**src/rtl/wb_result_sel_if.sv**
```systemverilog
`default_nettype none
// ============================================================================
// Module      : wb_result_sel_if
// Description : Bundle of all non-clock signals of wb_result_sel.
//               master = the environment driving sources/upstream/consumer,
//               slave  = the selector itself.
//   src_data/src_rdy : NSRC execution-unit results and their ready flags
//   in_*             : upstream request (valid, select, rd, wen) / in_ready
//   out_*            : registered result towards the register file
//   stat_clr         : clears stall_cnt and err_sel
//   stall_cnt        : saturating count of cycles waiting on a source
//   err_sel          : sticky out-of-range select flag
// Revision    : 1.0 - initial release
// ============================================================================
interface wb_result_sel_if #(
  parameter int WIDTH = 32,
  parameter int NSRC  = 4
);
  localparam int SELW = (NSRC > 1) ? $clog2(NSRC) : 1;

  logic [NSRC*WIDTH-1:0] src_data;
  logic [NSRC-1:0]       src_rdy;
  logic                  in_valid;
  logic [SELW-1:0]       in_sel;
  logic [4:0]            in_rd;
  logic                  in_wen;
  logic                  in_ready;
  logic                  out_valid;
  logic [WIDTH-1:0]      out_data;
  logic [4:0]            out_rd;
  logic                  out_wen;
  logic                  out_ready;
  logic                  stat_clr;
  logic [15:0]           stall_cnt;
  logic                  err_sel;

  modport master (
    output src_data, src_rdy, in_valid, in_sel, in_rd, in_wen, out_ready, stat_clr,
    input  in_ready, out_valid, out_data, out_rd, out_wen, stall_cnt, err_sel
  );

  modport slave (
    input  src_data, src_rdy, in_valid, in_sel, in_rd, in_wen, out_ready, stat_clr,
    output in_ready, out_valid, out_data, out_rd, out_wen, stall_cnt, err_sel
  );
endinterface
`default_nettype wire

```
**src/rtl/wb_result_sel.sv**
```systemverilog
`default_nettype none
// ============================================================================
// Module      : wb_result_sel
// Description : Write-back result selector. Picks one of NSRC source results
//               by in_sel, waits while that source is not ready, and queues
//               the result with its destination tag in a 2-entry buffer
//               (output register + skid register) under valid/ready.
// Ports       : clk, rst_n (async, active-low), bus (wb_result_sel_if.slave)
// Revision    : 1.0 - initial release
// ============================================================================
module wb_result_sel #(
  parameter int WIDTH = 32,
  parameter int NSRC  = 4
) (
  input  logic            clk,
  input  logic            rst_n,
  wb_result_sel_if.slave  bus
);
  localparam int SELW = (NSRC > 1) ? $clog2(NSRC) : 1;

  // Occupancy: EMPTY (no entry), ONE (OUT only), FULL (OUT + SKID)
  localparam logic [1:0] EMPTY = 2'd0;
  localparam logic [1:0] ONE   = 2'd1;
  localparam logic [1:0] FULL  = 2'd2;

  logic [1:0]       state_q, state_d;
  logic             out_valid_q, out_valid_d;
  logic             in_ready_q, in_ready_d;
  logic [WIDTH-1:0] out_data_q, out_data_d;
  logic [4:0]       out_rd_q, out_rd_d;
  logic             out_wen_q, out_wen_d;
  logic [WIDTH-1:0] skid_data_q, skid_data_d;
  logic [4:0]       skid_rd_q, skid_rd_d;
  logic             skid_wen_q, skid_wen_d;
  logic [15:0]      stall_cnt_q, stall_cnt_d;
  logic             err_sel_q, err_sel_d;

  logic             sel_in_range;
  logic             sel_ok;
  logic [WIDTH-1:0] sel_data;
  logic             transfer;

  // Source mux. An out-of-range select never waits and yields zero data.
  always_comb begin
    sel_in_range = 1'b0;
    sel_ok       = 1'b1;
    sel_data     = '0;
    for (int i = 0; i < NSRC; i++) begin
      if (bus.in_sel == SELW'(i)) begin
        sel_in_range = 1'b1;
        sel_ok       = bus.src_rdy[i];
        sel_data     = bus.src_data[i*WIDTH +: WIDTH];
      end
    end
  end

  assign transfer = bus.in_valid & in_ready_q & sel_ok;

  always_comb begin
    state_d     = state_q;
    out_data_d  = out_data_q;
    out_rd_d    = out_rd_q;
    out_wen_d   = out_wen_q;
    skid_data_d = skid_data_q;
    skid_rd_d   = skid_rd_q;
    skid_wen_d  = skid_wen_q;
    case (state_q)
      EMPTY: begin
        if (transfer) begin
          out_data_d = sel_data;
          out_rd_d   = bus.in_rd;
          out_wen_d  = bus.in_wen;
          state_d    = ONE;
        end
      end
      ONE: begin
        if (transfer && bus.out_ready) begin
          out_data_d = sel_data;
          out_rd_d   = bus.in_rd;
          out_wen_d  = bus.in_wen;
        end else if (transfer) begin
          skid_data_d = sel_data;
          skid_rd_d   = bus.in_rd;
          skid_wen_d  = bus.in_wen;
          state_d     = FULL;
        end else if (bus.out_ready) begin
          state_d = EMPTY;
        end
      end
      FULL: begin
        // in_ready is low here, so only the drain of SKID into OUT can occur
        if (bus.out_ready) begin
          out_data_d = skid_data_q;
          out_rd_d   = skid_rd_q;
          out_wen_d  = skid_wen_q;
          state_d    = ONE;
        end
      end
      default: state_d = EMPTY;
    endcase
    out_valid_d = (state_d != EMPTY);
    in_ready_d  = (state_d != FULL);
  end

  // Statistics: clear has priority over counting, but an error accepted in
  // the clear cycle still leaves err_sel set.
  always_comb begin
    stall_cnt_d = stall_cnt_q;
    if (bus.stat_clr) begin
      stall_cnt_d = 16'd0;
    end else if (bus.in_valid && in_ready_q && !sel_ok && stall_cnt_q != 16'hFFFF) begin
      stall_cnt_d = stall_cnt_q + 16'd1;
    end
    err_sel_d = bus.stat_clr ? 1'b0 : err_sel_q;
    if (transfer && !sel_in_range) begin
      err_sel_d = 1'b1;
    end
  end

  always_ff @(posedge clk or negedge rst_n) begin
    if (!rst_n) begin
      state_q     <= EMPTY;
      out_valid_q <= 1'b0;
      in_ready_q  <= 1'b1;
      out_data_q  <= '0;
      out_rd_q    <= 5'd0;
      out_wen_q   <= 1'b0;
      skid_data_q <= '0;
      skid_rd_q   <= 5'd0;
      skid_wen_q  <= 1'b0;
      stall_cnt_q <= 16'd0;
      err_sel_q   <= 1'b0;
    end else begin
      state_q     <= state_d;
      out_valid_q <= out_valid_d;
      in_ready_q  <= in_ready_d;
      out_data_q  <= out_data_d;
      out_rd_q    <= out_rd_d;
      out_wen_q   <= out_wen_d;
      skid_data_q <= skid_data_d;
      skid_rd_q   <= skid_rd_d;
      skid_wen_q  <= skid_wen_d;
      stall_cnt_q <= stall_cnt_d;
      err_sel_q   <= err_sel_d;
    end
  end

  assign bus.in_ready  = in_ready_q;
  assign bus.out_valid = out_valid_q;
  assign bus.out_data  = out_data_q;
  assign bus.out_rd    = out_rd_q;
  assign bus.out_wen   = out_wen_q;
  assign bus.stall_cnt = stall_cnt_q;
  assign bus.err_sel   = err_sel_q;
endmodule
`default_nettype wire

```
**src/flat_wrapper.sv**
```systemverilog
// flat-port wrapper written by rule: the top's interface ports become plain ports
module wb_result_sel_flat 
#(
  parameter int WIDTH = 32,
  parameter int NSRC  = 4
)
  (clk, rst_n, bus_src_data, bus_src_rdy, bus_in_valid, bus_in_sel, bus_in_rd, bus_in_wen, bus_out_ready, bus_stat_clr, bus_in_ready, bus_out_valid, bus_out_data, bus_out_rd, bus_out_wen, bus_stall_cnt, bus_err_sel);
  wb_result_sel_if #(.WIDTH(WIDTH), .NSRC(NSRC)) bus_i ();
  input  logic clk;
  input  logic rst_n;
  input wire logic [$bits(bus_i.src_data)-1:0] bus_src_data;
  input wire logic [$bits(bus_i.src_rdy)-1:0] bus_src_rdy;
  input wire logic [$bits(bus_i.in_valid)-1:0] bus_in_valid;
  input wire logic [$bits(bus_i.in_sel)-1:0] bus_in_sel;
  input wire logic [$bits(bus_i.in_rd)-1:0] bus_in_rd;
  input wire logic [$bits(bus_i.in_wen)-1:0] bus_in_wen;
  input wire logic [$bits(bus_i.out_ready)-1:0] bus_out_ready;
  input wire logic [$bits(bus_i.stat_clr)-1:0] bus_stat_clr;
  output wire logic [$bits(bus_i.in_ready)-1:0] bus_in_ready;
  output wire logic [$bits(bus_i.out_valid)-1:0] bus_out_valid;
  output wire logic [$bits(bus_i.out_data)-1:0] bus_out_data;
  output wire logic [$bits(bus_i.out_rd)-1:0] bus_out_rd;
  output wire logic [$bits(bus_i.out_wen)-1:0] bus_out_wen;
  output wire logic [$bits(bus_i.stall_cnt)-1:0] bus_stall_cnt;
  output wire logic [$bits(bus_i.err_sel)-1:0] bus_err_sel;
  assign bus_i.src_data = bus_src_data;
  assign bus_i.src_rdy = bus_src_rdy;
  assign bus_i.in_valid = bus_in_valid;
  assign bus_i.in_sel = bus_in_sel;
  assign bus_i.in_rd = bus_in_rd;
  assign bus_i.in_wen = bus_in_wen;
  assign bus_i.out_ready = bus_out_ready;
  assign bus_i.stat_clr = bus_stat_clr;
  assign bus_in_ready = bus_i.in_ready;
  assign bus_out_valid = bus_i.out_valid;
  assign bus_out_data = bus_i.out_data;
  assign bus_out_rd = bus_i.out_rd;
  assign bus_out_wen = bus_i.out_wen;
  assign bus_stall_cnt = bus_i.stall_cnt;
  assign bus_err_sel = bus_i.err_sel;
  wb_result_sel #(.WIDTH(WIDTH), .NSRC(NSRC)) u_core (.clk(clk), .rst_n(rst_n), .bus(bus_i));
endmodule
```
**config.mk**
```make
export PLATFORM = sky130hd
export DESIGN_NAME = wb_result_sel_flat
export DESIGN_NICKNAME = d
export VERILOG_FILES = /design/src/rtl/wb_result_sel_if.sv /design/src/rtl/wb_result_sel.sv /design/src/flat_wrapper.sv
export SDC_FILE = /design/constraint.sdc
export NUM_CORES = 1
export LEC_CHECK = 0
export ABC_CLOCK_PERIOD_IN_PS = 1950
export CELL_PAD_IN_SITES_DETAIL_PLACEMENT = 0
export CELL_PAD_IN_SITES_GLOBAL_PLACEMENT = 1
export CORE_MARGIN = 1
export CORE_UTILIZATION = 31
export CTS_CLUSTER_SIZE = 20
export DETAILED_ROUTE_END_ITERATION = 10
export HOLD_SLACK_MARGIN = 0.02
export PLACE_DENSITY_LB_ADDON = 0.08
export SKIP_LAST_GASP = 1
export SYNTH_ARGS = -nofsm -noshare
export SYNTH_HDL_FRONTEND = slang
export SYNTH_SLANG_ARGS = --single-unit
```
**constraint.sdc**
```tcl
create_clock -name clk -period 1.95 [get_ports clk]
set_input_delay 0.195 -clock clk [delete_from_list [all_inputs] [get_ports clk]]
set_output_delay 0.195 -clock clk [all_outputs]
set_load 0.02 [all_outputs]
```
==> results.sh, run 1 <==
export IMPL_antennaDiodeCount=0
export IMPL_synth_largest_type_area_fraction=0.450
export IMPL_via_count_of_the_first_global_routing_pass=4495
export IMPL_synth_yosys_warnings=0
export IMPL_layout_drive_gt1_share=0.249
export IMPL_stdcell_area_um2=8280
export IMPL_rsz0062_at_grt="yes"
export IMPL_final_common_cell="sky130_fd_sc_hd__clkdlybuf4s50_1"
export IMPL_port_buffer_count=201
export IMPL_drt_wirelength_per_cell_um=15.8
export IMPL_gp_congestion=0.757
export IMPL_period_minus_slack_ps=1940
export IMPL_report_final_hold_viol_count=0
export IMPL_internal_power_uw=5950
export IMPL_max_stage_delay_on_crit_path_ps=390
export IMPL_worst_slew_pin_transition_ps=440
export IMPL_place_ws_ps=-358
export IMPL_cts_clk_slew_worst_paths_ps=70
export IMPL_timing_critical_path_required_ps=2170
export IMPL_core_rowCount=47
export IMPL_routed_via_count=4198
export IMPL_post_synth_inst_count=451
export IMPL_critPathMostFrequentCell="sky130_fd_sc_hd__mux2_4"
export IMPL_area_growth_pct=55.0
export IMPL_cts_root_to_sink_buffers=2
export IMPL_viasPerCell=4.66
export IMPL_start_util=0.320
export IMPL_detailed_place_hpwl_mm=10.5
export IMPL_startpoint_type="input pin"
export IMPL_vdd_ir_drop_max_v=0.000477
export IMPL_initial_antenna_violation_count=0
export IMPL_synth_flop_cell="sky130_fd_sc_hd__dfrtp_1"
export IMPL_clock_skew_ps=6.53
export IMPL_h_tree_depth=3
export IMPL_timing_slew_headroom=0.704
export IMPL_setup_ws_ps=11.5
export IMPL_maxCapViolations=0
export IMPL_overflow=0
export IMPL_most_common_layout_cells="sky130_fd_sc_hd__clkdlybuf4s50_1 (198), sky130_fd_sc_hd__nand2_1 (121), sky130_fd_sc_hd__dfrtp_1 (95), sky130_fd_sc_hd__mux2_2 (38), sky130_fd_sc_hd__mux4_2 (32)"
export IMPL_syn_area_per_cell_um2=11.8
export IMPL_netlist_area_um2=5340
export IMPL_pin_count_of_the_biggest_net_entering_global_routing=39
export IMPL_switching_share=0.302
export IMPL_route_antenna_remaining_nets=0
export IMPL_yosysUniqueCellTypes=48
export IMPL_total_leakage_power_uw=0.00359
export IMPL_dieHeight_um=133
export IMPL_grt_usage=0.165
export IMPL_postPlaceCellArea_um2=7820
export IMPL_chipWidth_um=133
export IMPL_slew_violations=0
export IMPL_wirelength_mm=14.2
export IMPL_worst_setup_path_end_kind="flip-flop"
export IMPL_worstPathCellList="clkdlybuf4s50_1, mux2_4, a22o_4, o21ai_2, a21boi_4, buf_12, clkbuf_16, mux2_4"
export IMPL_crit_fanout=5
export IMPL_boundaryPins=202
export IMPL_setup_viol_count_final=0
export IMPL_detailedRoute_firstIterationViolations=157
export IMPL_sequentialPowerShare=0.385
export IMPL_power_density_nw_per_um2=1030
export IMPL_synth_top_cells_by_area="sky130_fd_sc_hd__dfrtp_1 (45%), sky130_fd_sc_hd__mux4_2 (13%), sky130_fd_sc_hd__mux2_2 (9.1%)"
export IMPL_ys_async_sr_fraction=1.00
export IMPL_power_share_clock=0.214
export IMPL_post_synth_top_area_cell="sky130_fd_sc_hd__dfrtp_1"
export IMPL_dr_pass1_iters=4
export IMPL_synth_yosys_seq_area_share=0.455
export IMPL_drcViolationCount=0
export IMPL_worst_hold_path_type="input pin to async pin"
export IMPL_syn_nets=597
export IMPL_cpMaxStageDelayCell="sky130_fd_sc_hd__clkdlybuf4s50_1"
export IMPL_cts_sinks=97
export IMPL_power_switching_uw=2570
export IMPL_yosys_register_bits=97
export IMPL_coreArea_um2=16700
export IMPL_global_route_wire_length_before_repair_mm=22.9
export IMPL_worst_ep_arrival_time_ps=2160
export IMPL_fmax_ghz=0.516
export IMPL_clk_root_buffer_cell="sky130_fd_sc_hd__clkbuf_16"
export IMPL_finalCritPeriodShare=0.994
export IMPL_clock_buffer_count_from_cts=9
export IMPL_number_of_nets_at_the_end_of_the_flow=821
export IMPL_run_status="finished, final reports clean"
export IMPL_design_die_area_um2=17800
export IMPL_clock_insertion_delay_worst_skew_ps=340
export IMPL_criticalPathCategory="input pin to flip-flop"
export IMPL_p_comb_frac=0.402
export IMPL_synth_edff_count=0
export IMPL_p_total_uw=8510
export IMPL_clock_tree_from_tritoncts="yes"
[area by class of cell]
cell class / count / area (um2)
clock buffer: 12 / 256
clock inverter: 4 / 51.3
tap: 220 / 275
inverter: 2 / 7.51
multi-input combinational: 324 / 2800
timing repair buffer: 241 / 2460
fill: 1502 / 8420
sequential: 97 / 2430
[worst paths after layout]
| check | from | end | slack [ps] | cells after the start |
|---|---|---|---|---|
| max | bus_src_rdy[2] | u_core.bus.out_rd[4]$_DFFE_PN0P_ | 10 | 8 |
| min | rst_n | u_core.bus.out_data[28]$_DFFE_PN0P_ | 300 | 2 |
| max reg2reg | u_core.bus.in_ready$_DFF_PN1_ | u_core.bus.out_rd[4]$_DFFE_PN0P_ | 20 | 7 |
| min reg2reg | u_core.skid_data_q[19]$_DFFE_PN0P_ | u_core.skid_data_q[19]$_DFFE_PN0P_ | 500 | 1 |
| max in group asynchronous | rst_n | u_core.bus.in_ready$_DFF_PN1_ | 970 | 3 |
| min in group clk | bus_in_rd[0] | u_core.skid_rd_q[0]$_DFFE_PN0P_ | 480 | 2 |
[registers in the layout, summed over array words and instances (netlist names)]
name and cells:
u_core.bus.in_ready 1, u_core.skid_rd_q 5, u_core.bus.out_data 32, u_core.skid_wen_q 1, u_core.bus.out_rd 5, u_core.bus.err_sel 1
u_core.skid_data_q 32, u_core.bus.stall_cnt 16, u_core.state_q 2, u_core.bus.out_wen 1, u_core.bus.out_valid 1
[worst max-delay path, delay by kind of cell]
kind | cells | cell delay (ps)
compound gates | 3 | 680
buf+inv | 3 | 700
mux | 2 | 570
[metal layers]
| metal | up-vias | share of wire | global-route usage |
|---|---|---|---|
| met5 | - | 0 | 0 |
| met4 | 0 | 0.011 | 0.0492 |
| met3 | 11 | 0.070 | 0.0430 |
| met2 | 129 | 0.46 | 0.269 |
| met1 | 2013 | 0.46 | 0.214 |
| li1 | 2045 | - | - |
[cells in the mapped netlist, drive strengths merged (3+ instances only)]
master  count
mux2       80
nor3        4
nand2b      3
a21oi       8
xnor2       4
nand2     122
nand4       6
mux4       32
o21ai       6
buf        15
nand3       8
and3        3
nor2b       5
dfrtp      96
nor4        3
or3         3
clkbuf     13
nor2       15
xor2        4
[timing repair]
action	in CTS	in global routing
pin swaps	0	5
endpoints found under the setup margin	19	66
gates resized for setup	0	9
gates cloned	0	4
setup buffers	0	1
hold endpoints to repair	21	0
hold buffers	1	0
[power by group through the flow]
stage	registers, uW	clock network [uW]	logic (uW)
final	3280	1820	3420
after global routing	3390	1980	3660
after global placement	3270	0	3280
after floorplan	3720	0	1350
after CTS	3280	1890	3340
after detailed placement	3310	0	3330
[stage by stage]
stage / TNS [ps] / instances / utilization / hold slack (ps)
floorplan: -0.392 / 451 / - / -101
global placement: -18060 / 878 / 0.468 / 124
detailed placement: -19440 / 878 / 0.468 / 132
CTS: -230 / 895 / 0.487 / 310
global route: -1340 / 900 / 0.496 / 337
finish: 0 / 900 / 0.496 / 304
[logic make-up after synthesis]
group,count (synthesis),synth area share
adder cells (fa/ha/maj),1,0.00234
multiplexers,113,0.321
AO/OA/AOI/OAI,22,0.0269
XOR/XNOR,8,0.0131
buffers and inverters,30,0.0349
flip-flops,97,0.455
AND/OR/NAND/NOR,180,0.147
No activity file was read; power rests on OpenSTA's default activity.
==> run 2: changes to the inputs <==
--- a/config.mk
+++ b/config.mk
@@ -18,3 +18,4 @@
 export SYNTH_ARGS = -nofsm -noshare
 export SYNTH_HDL_FRONTEND = slang
 export SYNTH_SLANG_ARGS = --single-unit
+export TNS_END_PERCENT = 20
==> run 2 against run 1 <==
Combinational power hardly changed. Total power shrank 0.14%. Clock power hardly changed. Clock skew barely moved. Via count increased by 0.38%. Wire length fell by 0.61%. Sequential share of layout area up 0.11 points. Cell area decreased by 0.36%. Register-to-register slack is essentially flat. Worst hold slack better by 0.83 ps. Critical path depth unchanged. Largest power group unchanged.
==> results.sh, run 2 (synthesis gave the netlist of run 1 again) <==
export IMPL_run_status="finished, final reports clean"
export IMPL_worstPathCellList="clkdlybuf4s50_1, mux2_4, a22o_4, o21ai_2, a21boi_4, buf_12, clkbuf_16, mux2_4"
export IMPL_core_utilization_of_the_finished_layout=0.494
export IMPL_crit_fanout=5
export IMPL_clock_insertion_delay_worst_skew_ps=340
export IMPL_stdcell_area_um2=8250
export IMPL_design_die_area_um2=17800
export IMPL_clock_tree_from_tritoncts="yes"
export IMPL_slew_violations=0
export IMPL_rsz0062_at_grt="yes"
export IMPL_boundaryPins=202
export IMPL_detailroute_wirelength_met3_mm=1.01
export IMPL_vdd_ir_drop_max_v=0.000478
export IMPL_worstReg2RegEnd="u_core.bus.out_rd[4]$_DFFE_PN0P_"
export IMPL_startpoint="bus_src_rdy[2]"
export IMPL_cts_root_to_sink_buffers=2
export IMPL_via_count_of_the_first_global_routing_pass=4495
export IMPL_clock_skew_ps=6.14
export IMPL_max_stage_delay_on_crit_path_ps=390
export IMPL_overflow=0
export IMPL_critPathMostFrequentCell="sky130_fd_sc_hd__mux2_4"
export IMPL_timing_slew_headroom=0.704
export IMPL_detailedRoute_firstIterationViolations=150
export IMPL_h_tree_depth=3
export IMPL_maxCapViolations=0
export IMPL_cts_sinks=97
export IMPL_total_leakage_power_uw=0.00356
export IMPL_global_route_wire_length_before_repair_mm=22.9
export IMPL_reg2reg_depth=7
export IMPL_detailed_place_hpwl_mm=10.5
export IMPL_criticalPathCategory="input pin to flip-flop"
export IMPL_fmax_ghz=0.516
export IMPL_area_growth_pct=54.5
export IMPL_pin_count_of_the_biggest_net_entering_global_routing=39
export IMPL_drt_wirelength_per_cell_um=15.7
export IMPL_rr_startpoint="u_core.bus.in_ready$_DFF_PN1_"
export IMPL_postPlaceCellArea_um2=7820
export IMPL_setup_tns_final_ps=0
export IMPL_dr_wl_met2_mm=6.49
export IMPL_final_common_cell="sky130_fd_sc_hd__clkdlybuf4s50_1"
export IMPL_cts_clk_slew_worst_paths_ps=70
export IMPL_antennaDiodeCount=0
export IMPL_hold_slack_ps=305
export IMPL_critical_path_top_delay_family="buffers and inverters"
export IMPL_finalCritPeriodShare=0.994
export IMPL_dieHeight_um=133
export IMPL_cpMaxStageDelayCell="sky130_fd_sc_hd__clkdlybuf4s50_1"
export IMPL_wirelength_mm=14.1
export IMPL_dr_pass1_iters=4
export IMPL_report_final_hold_viol_count=0
export IMPL_clk_root_buffer_cell="sky130_fd_sc_hd__clkbuf_16"
export IMPL_initial_antenna_violation_count=0
export IMPL_port_buffer_count=201
export IMPL_start_util=0.320
export IMPL_worst_setup_path_end_kind="flip-flop"
export IMPL_worst_slew_pin_transition_ps=440
export IMPL_most_common_layout_cells="sky130_fd_sc_hd__clkdlybuf4s50_1 (198), sky130_fd_sc_hd__nand2_1 (121), sky130_fd_sc_hd__dfrtp_1 (95), sky130_fd_sc_hd__mux2_2 (38), sky130_fd_sc_hd__mux4_2 (32)"
export IMPL_setup_viol_count_final=0
export IMPL_drcViolationCount=0
export IMPL_clock_buffer_count_from_cts=9
export IMPL_grt_usage=0.165
export IMPL_gp_congestion=0.757
export IMPL_route_antenna_remaining_nets=0
export IMPL_chipWidth_um=133
export IMPL_layout_drive_gt1_share=0.247
export IMPL_worst_ep_arrival_time_ps=2160
export IMPL_r2r_slack_ps=20
export IMPL_timing_critical_path_required_ps=2170
export IMPL_period_minus_slack_ps=1940
export IMPL_drt_met1_wl_mm=6.46
export IMPL_core_rowCount=47
export IMPL_coreArea_um2=16700
export IMPL_p_total_uw=8500
export IMPL_worst_hold_path_type="input pin to async pin"
export IMPL_routed_via_count=4214
export IMPL_top_layer_used="met4"
export IMPL_number_of_nets_at_the_end_of_the_flow=820
export IMPL_viasPerCell=4.69
export IMPL_power_density_nw_per_um2=1030
export IMPL_cp_buffers_inverters=3
export IMPL_startpoint_type="input pin"
## run 2: repair_timing
action                     4_1_cts  5_1_grt
pin swaps                        0        4
setup endpoints to repair       19       66
cloned                           0        3
gates resized for setup          0        8
hold endpoints to repair        21        0
hold buffers                     1        0
buffers inserted                 0        1
## run 2: layout make-up
cell class	instances	area [um2]
clock buffer	12	256
clock inverter	4	51.3
fill	1502	8450
inverter	2	7.51
multi-input combinational	324	2800
sequential	97	2430
tap	220	275
timing repair buffer	240	2430
## run 2: metrics by stage
step | setup slack, ps | instances
after floorplan | -0.392 | 451
after global placement | -320 | 878
after detailed placement | -358 | 878
after CTS | -23.3 | 895
after global routing | -58.6 | 899
final | 11.6 | 899
## run 2: power by group
group	total, uW	switching, uW	internal [uW]
clock network	1820	751	1070
registers	3280	448	2830
logic	3410	1360	2050
## run 2: worst max-delay path by stage
stage / end / slack, ps / cells past startpoint
5_1_grt: u_core.bus.out_data[20]$_DFFE_PN0P_ / -60 / 7
6_report: u_core.bus.out_rd[4]$_DFFE_PN0P_ / 10 / 8
2_1_floorplan: u_core.bus.stall_cnt[13]$_DFFE_PN0P_ / -0.4 / 7
3_3_place_gp: u_core.bus.out_rd[4]$_DFFE_PN0P_ / -320 / 7
3_5_place_dp: u_core.bus.out_data[30]$_DFFE_PN0P_ / -360 / 7
4_1_cts: u_core.bus.out_rd[2]$_DFFE_PN0P_ / -20 / 6
## run 2: layer usage
metal	GRT usage	vias to the layer above
met4	0.0492	0
met2	0.269	131
met3	0.0430	11
met5	0	-
met1	0.214	2022
li1	-	2050
==> run 3: changes to the inputs <==
--- a/config.mk
+++ b/config.mk
@@ -8,12 +8,13 @@
 export ABC_CLOCK_PERIOD_IN_PS = 1950
 export CELL_PAD_IN_SITES_DETAIL_PLACEMENT = 0
 export CELL_PAD_IN_SITES_GLOBAL_PLACEMENT = 1
-export CORE_MARGIN = 1
+export CORE_MARGIN = 4
 export CORE_UTILIZATION = 31
+export CTS_CLUSTER_DIAMETER = 40
 export CTS_CLUSTER_SIZE = 20
 export DETAILED_ROUTE_END_ITERATION = 10
 export HOLD_SLACK_MARGIN = 0.02
-export PLACE_DENSITY_LB_ADDON = 0.08
+export PLACE_DENSITY = 0.79
 export SKIP_LAST_GASP = 1
 export SYNTH_ARGS = -nofsm -noshare
 export SYNTH_HDL_FRONTEND = slang
==> run 3 against run 2 <==
Cell area down 1.9%. Wire length increased by 6.7%. Non-clock buffer count shrank 6. First-iteration DRC count is 4.7% higher. Final cell count decreased by 0.67%. Combinational power is 3% lower. Sequential power barely moved. Critical path type unchanged. Largest power group unchanged.
==> results.sh, run 3 (synthesis gave the netlist of run 1 again) <==
export IMPL_dr_pass1_iters=4
export IMPL_drt_wirelength_per_cell_um=16.9
export IMPL_clock_tree_from_tritoncts="yes"
export IMPL_timing_slew_headroom=0.350
export IMPL_drcViolationCount=0
export IMPL_worst_ep_arrival_time_ps=2150
export IMPL_crit_fanout=24
export IMPL_cts_repair_timing_setup_buffer_count=0
export IMPL_cts_root_to_sink_buffers=2
export IMPL_layout_drive_gt1_share=0.241
export IMPL_layout_filler_cells=1504
export IMPL_cpMaxStageDelayCell="sky130_fd_sc_hd__clkdlybuf4s50_1"
export IMPL_area_growth_pct=51.6
export IMPL_via_count_of_the_first_global_routing_pass=4702
export IMPL_final_common_cell="sky130_fd_sc_hd__clkdlybuf4s50_1"
export IMPL_fmax_ghz=0.519
export IMPL_final_cells=893
export IMPL_overflow=0
export IMPL_core_utilization_of_the_finished_layout=0.483
export IMPL_boundaryPins=202
export IMPL_r2r_slack_ps=40
export IMPL_cts_sinks=97
export IMPL_cp_buffers_inverters=2
export IMPL_clock_buffer_count_from_cts=9
export IMPL_numPlacedInstances=876
export IMPL_core_rowCount=47
export IMPL_clk_root_buffer_cell="sky130_fd_sc_hd__clkbuf_16"
export IMPL_gp_congestion=0.741
export IMPL_critical_path_top_delay_family="compound AO/OA/AOI/OAI gates"
export IMPL_timing_critical_path_required_ps=2180
export IMPL_worst_setup_path_end_kind="flip-flop"
export IMPL_dieHeight_um=139
export IMPL_criticalPathCategory="input pin to flip-flop"
export IMPL_coreArea_um2=16800
export IMPL_worstPathCellList="clkdlybuf4s50_1, mux2_4, a22o_1, o21ai_1, a21boi_4, buf_12, mux2_2"
export IMPL_grt_usage=0.157
export IMPL_period_minus_slack_ps=1930
export IMPL_start_util=0.319
export IMPL_global_route_wire_length_before_repair_mm=24.5
export IMPL_startpoint="bus_src_rdy[2]"
export IMPL_finalCritPeriodShare=0.988
export IMPL_port_buffer_count=201
export IMPL_detailedRoute_firstIterationViolations=157
export IMPL_clock_insertion_delay_worst_skew_ps=340
export IMPL_worstReg2RegEnd="u_core.bus.out_rd[0]$_DFFE_PN0P_"
export IMPL_slew_violations=0
export IMPL_vdd_ir_drop_max_v=0.000520
export IMPL_hold_slack_ps=304
export IMPL_viasPerCell=4.89
export IMPL_most_common_layout_cells="sky130_fd_sc_hd__clkdlybuf4s50_1 (198), sky130_fd_sc_hd__nand2_1 (121), sky130_fd_sc_hd__dfrtp_1 (95), sky130_fd_sc_hd__mux2_2 (43), sky130_fd_sc_hd__mux4_2 (32)"
export IMPL_wirelength_mm=15.1
export IMPL_h_tree_depth=3
export IMPL_rr_startpoint="u_core.bus.in_ready$_DFF_PN1_"
export IMPL_routed_via_count=4367
export IMPL_antennaDiodeCount=0
export IMPL_design_die_area_um2=19400
export IMPL_chipWidth_um=139
export IMPL_initial_antenna_violation_count=0
export IMPL_number_of_nets_at_the_end_of_the_flow=814
export IMPL_report_final_hold_viol_count=0
export IMPL_reg2reg_depth=6
export IMPL_worst_slew_pin_transition_ps=973
export IMPL_startpoint_type="input pin"
export IMPL_power_density_nw_per_um2=1020
export IMPL_total_leakage_power_uw=0.00346
export IMPL_worst_hold_path_type="input pin to async pin"
export IMPL_cts_clk_slew_worst_paths_ps=70
export IMPL_rsz0062_at_grt="yes"
export IMPL_route_antenna_remaining_nets=0
export IMPL_setup_viol_count_final=0
export IMPL_maxCapViolations=0
export IMPL_run_status="finished, final reports clean"
export IMPL_pin_count_of_the_biggest_net_entering_global_routing=40
export IMPL_clock_skew_ps=9.05
export IMPL_p_total_uw=8260
export IMPL_max_stage_delay_on_crit_path_ps=390
export IMPL_detailed_place_hpwl_mm=11.4
run 3: cell count changes in the layout (fill, tap and decap cells not counted), moves of 2 or more:
| cell | delta |
|---|---|
| sky130_fd_sc_hd__clkbuf_16 | -2 |
| sky130_fd_sc_hd__buf_12 | -3 |
| sky130_fd_sc_hd__mux2_4 | -5 |
| sky130_fd_sc_hd__mux2_2 | +5 |
run 3: routing by layer:
layer / share of wire / wire, um / GRT usage / vias to the layer above
met5: 0 / 0 / 0 / -
met4: 0.014 / 218 / 0.0402 / 0
met3: 0.073 / 1100 / 0.0467 / 21
met2: 0.50 / 7590 / 0.270 / 162
met1: 0.41 / 6140 / 0.195 / 2154
li1: - / - / - / 2030
run 3: timing repair:
item / CTS / global route
hold endpoints to repair: 25 / 0
setup endpoints to repair: 0 / 19
hold buffers: 1 / 0
resized for setup: 0 / 5
run 3: per-stage QoR:
stage          setup TNS [ps]  worst slack, ps  instance area (um2)
2_1_floorplan          -0.392           -0.392                 5360
3_3_place_gp           -17580             -319                 7770
3_5_place_dp           -18860             -355                 7770
4_1_cts                     0             20.1                 8070
5_1_grt                 -96.8            -25.4                 8100
6_report                    0             23.8                 8100
run 3: layout make-up:
| cell class | count | area [um2] | share of cell area |
|---|---|---|---|
| tap | 220 | 275 | 0.0340 |
| sequential | 97 | 2430 | 0.300 |
| inverter | 2 | 7.51 | 0.000927 |
| clock buffer | 13 | 260 | 0.0321 |
| multi-input combinational | 324 | 2780 | 0.344 |
| timing repair buffer | 234 | 2320 | 0.286 |
| clock inverter | 3 | 25.0 | 0.00309 |
run 3: where the power goes:
part           switching (uW)  total [uW]  internal [uW]
registers                 439        3270           2830
clock network             746        1690            940
logic                    1370        3310           1940
run 3: how the worst max path moves through the flow:
stage | cells past startpoint | slack, ps | end
finish | 7 | 20 | u_core.bus.out_rd[0]$_DFFE_PN0P_
global route | 6 | -30 | u_core.bus.stall_cnt[13]$_DFFE_PN0P_
CTS | 7 | 20 | u_core.bus.out_rd[4]$_DFFE_PN0P_
detailed placement | 7 | -350 | u_core.bus.out_rd[4]$_DFFE_PN0P_
global placement | 7 | -320 | u_core.bus.out_data[4]$_DFFE_PN0P_
floorplan | 7 | -0.4 | u_core.bus.stall_cnt[13]$_DFFE_PN0P_
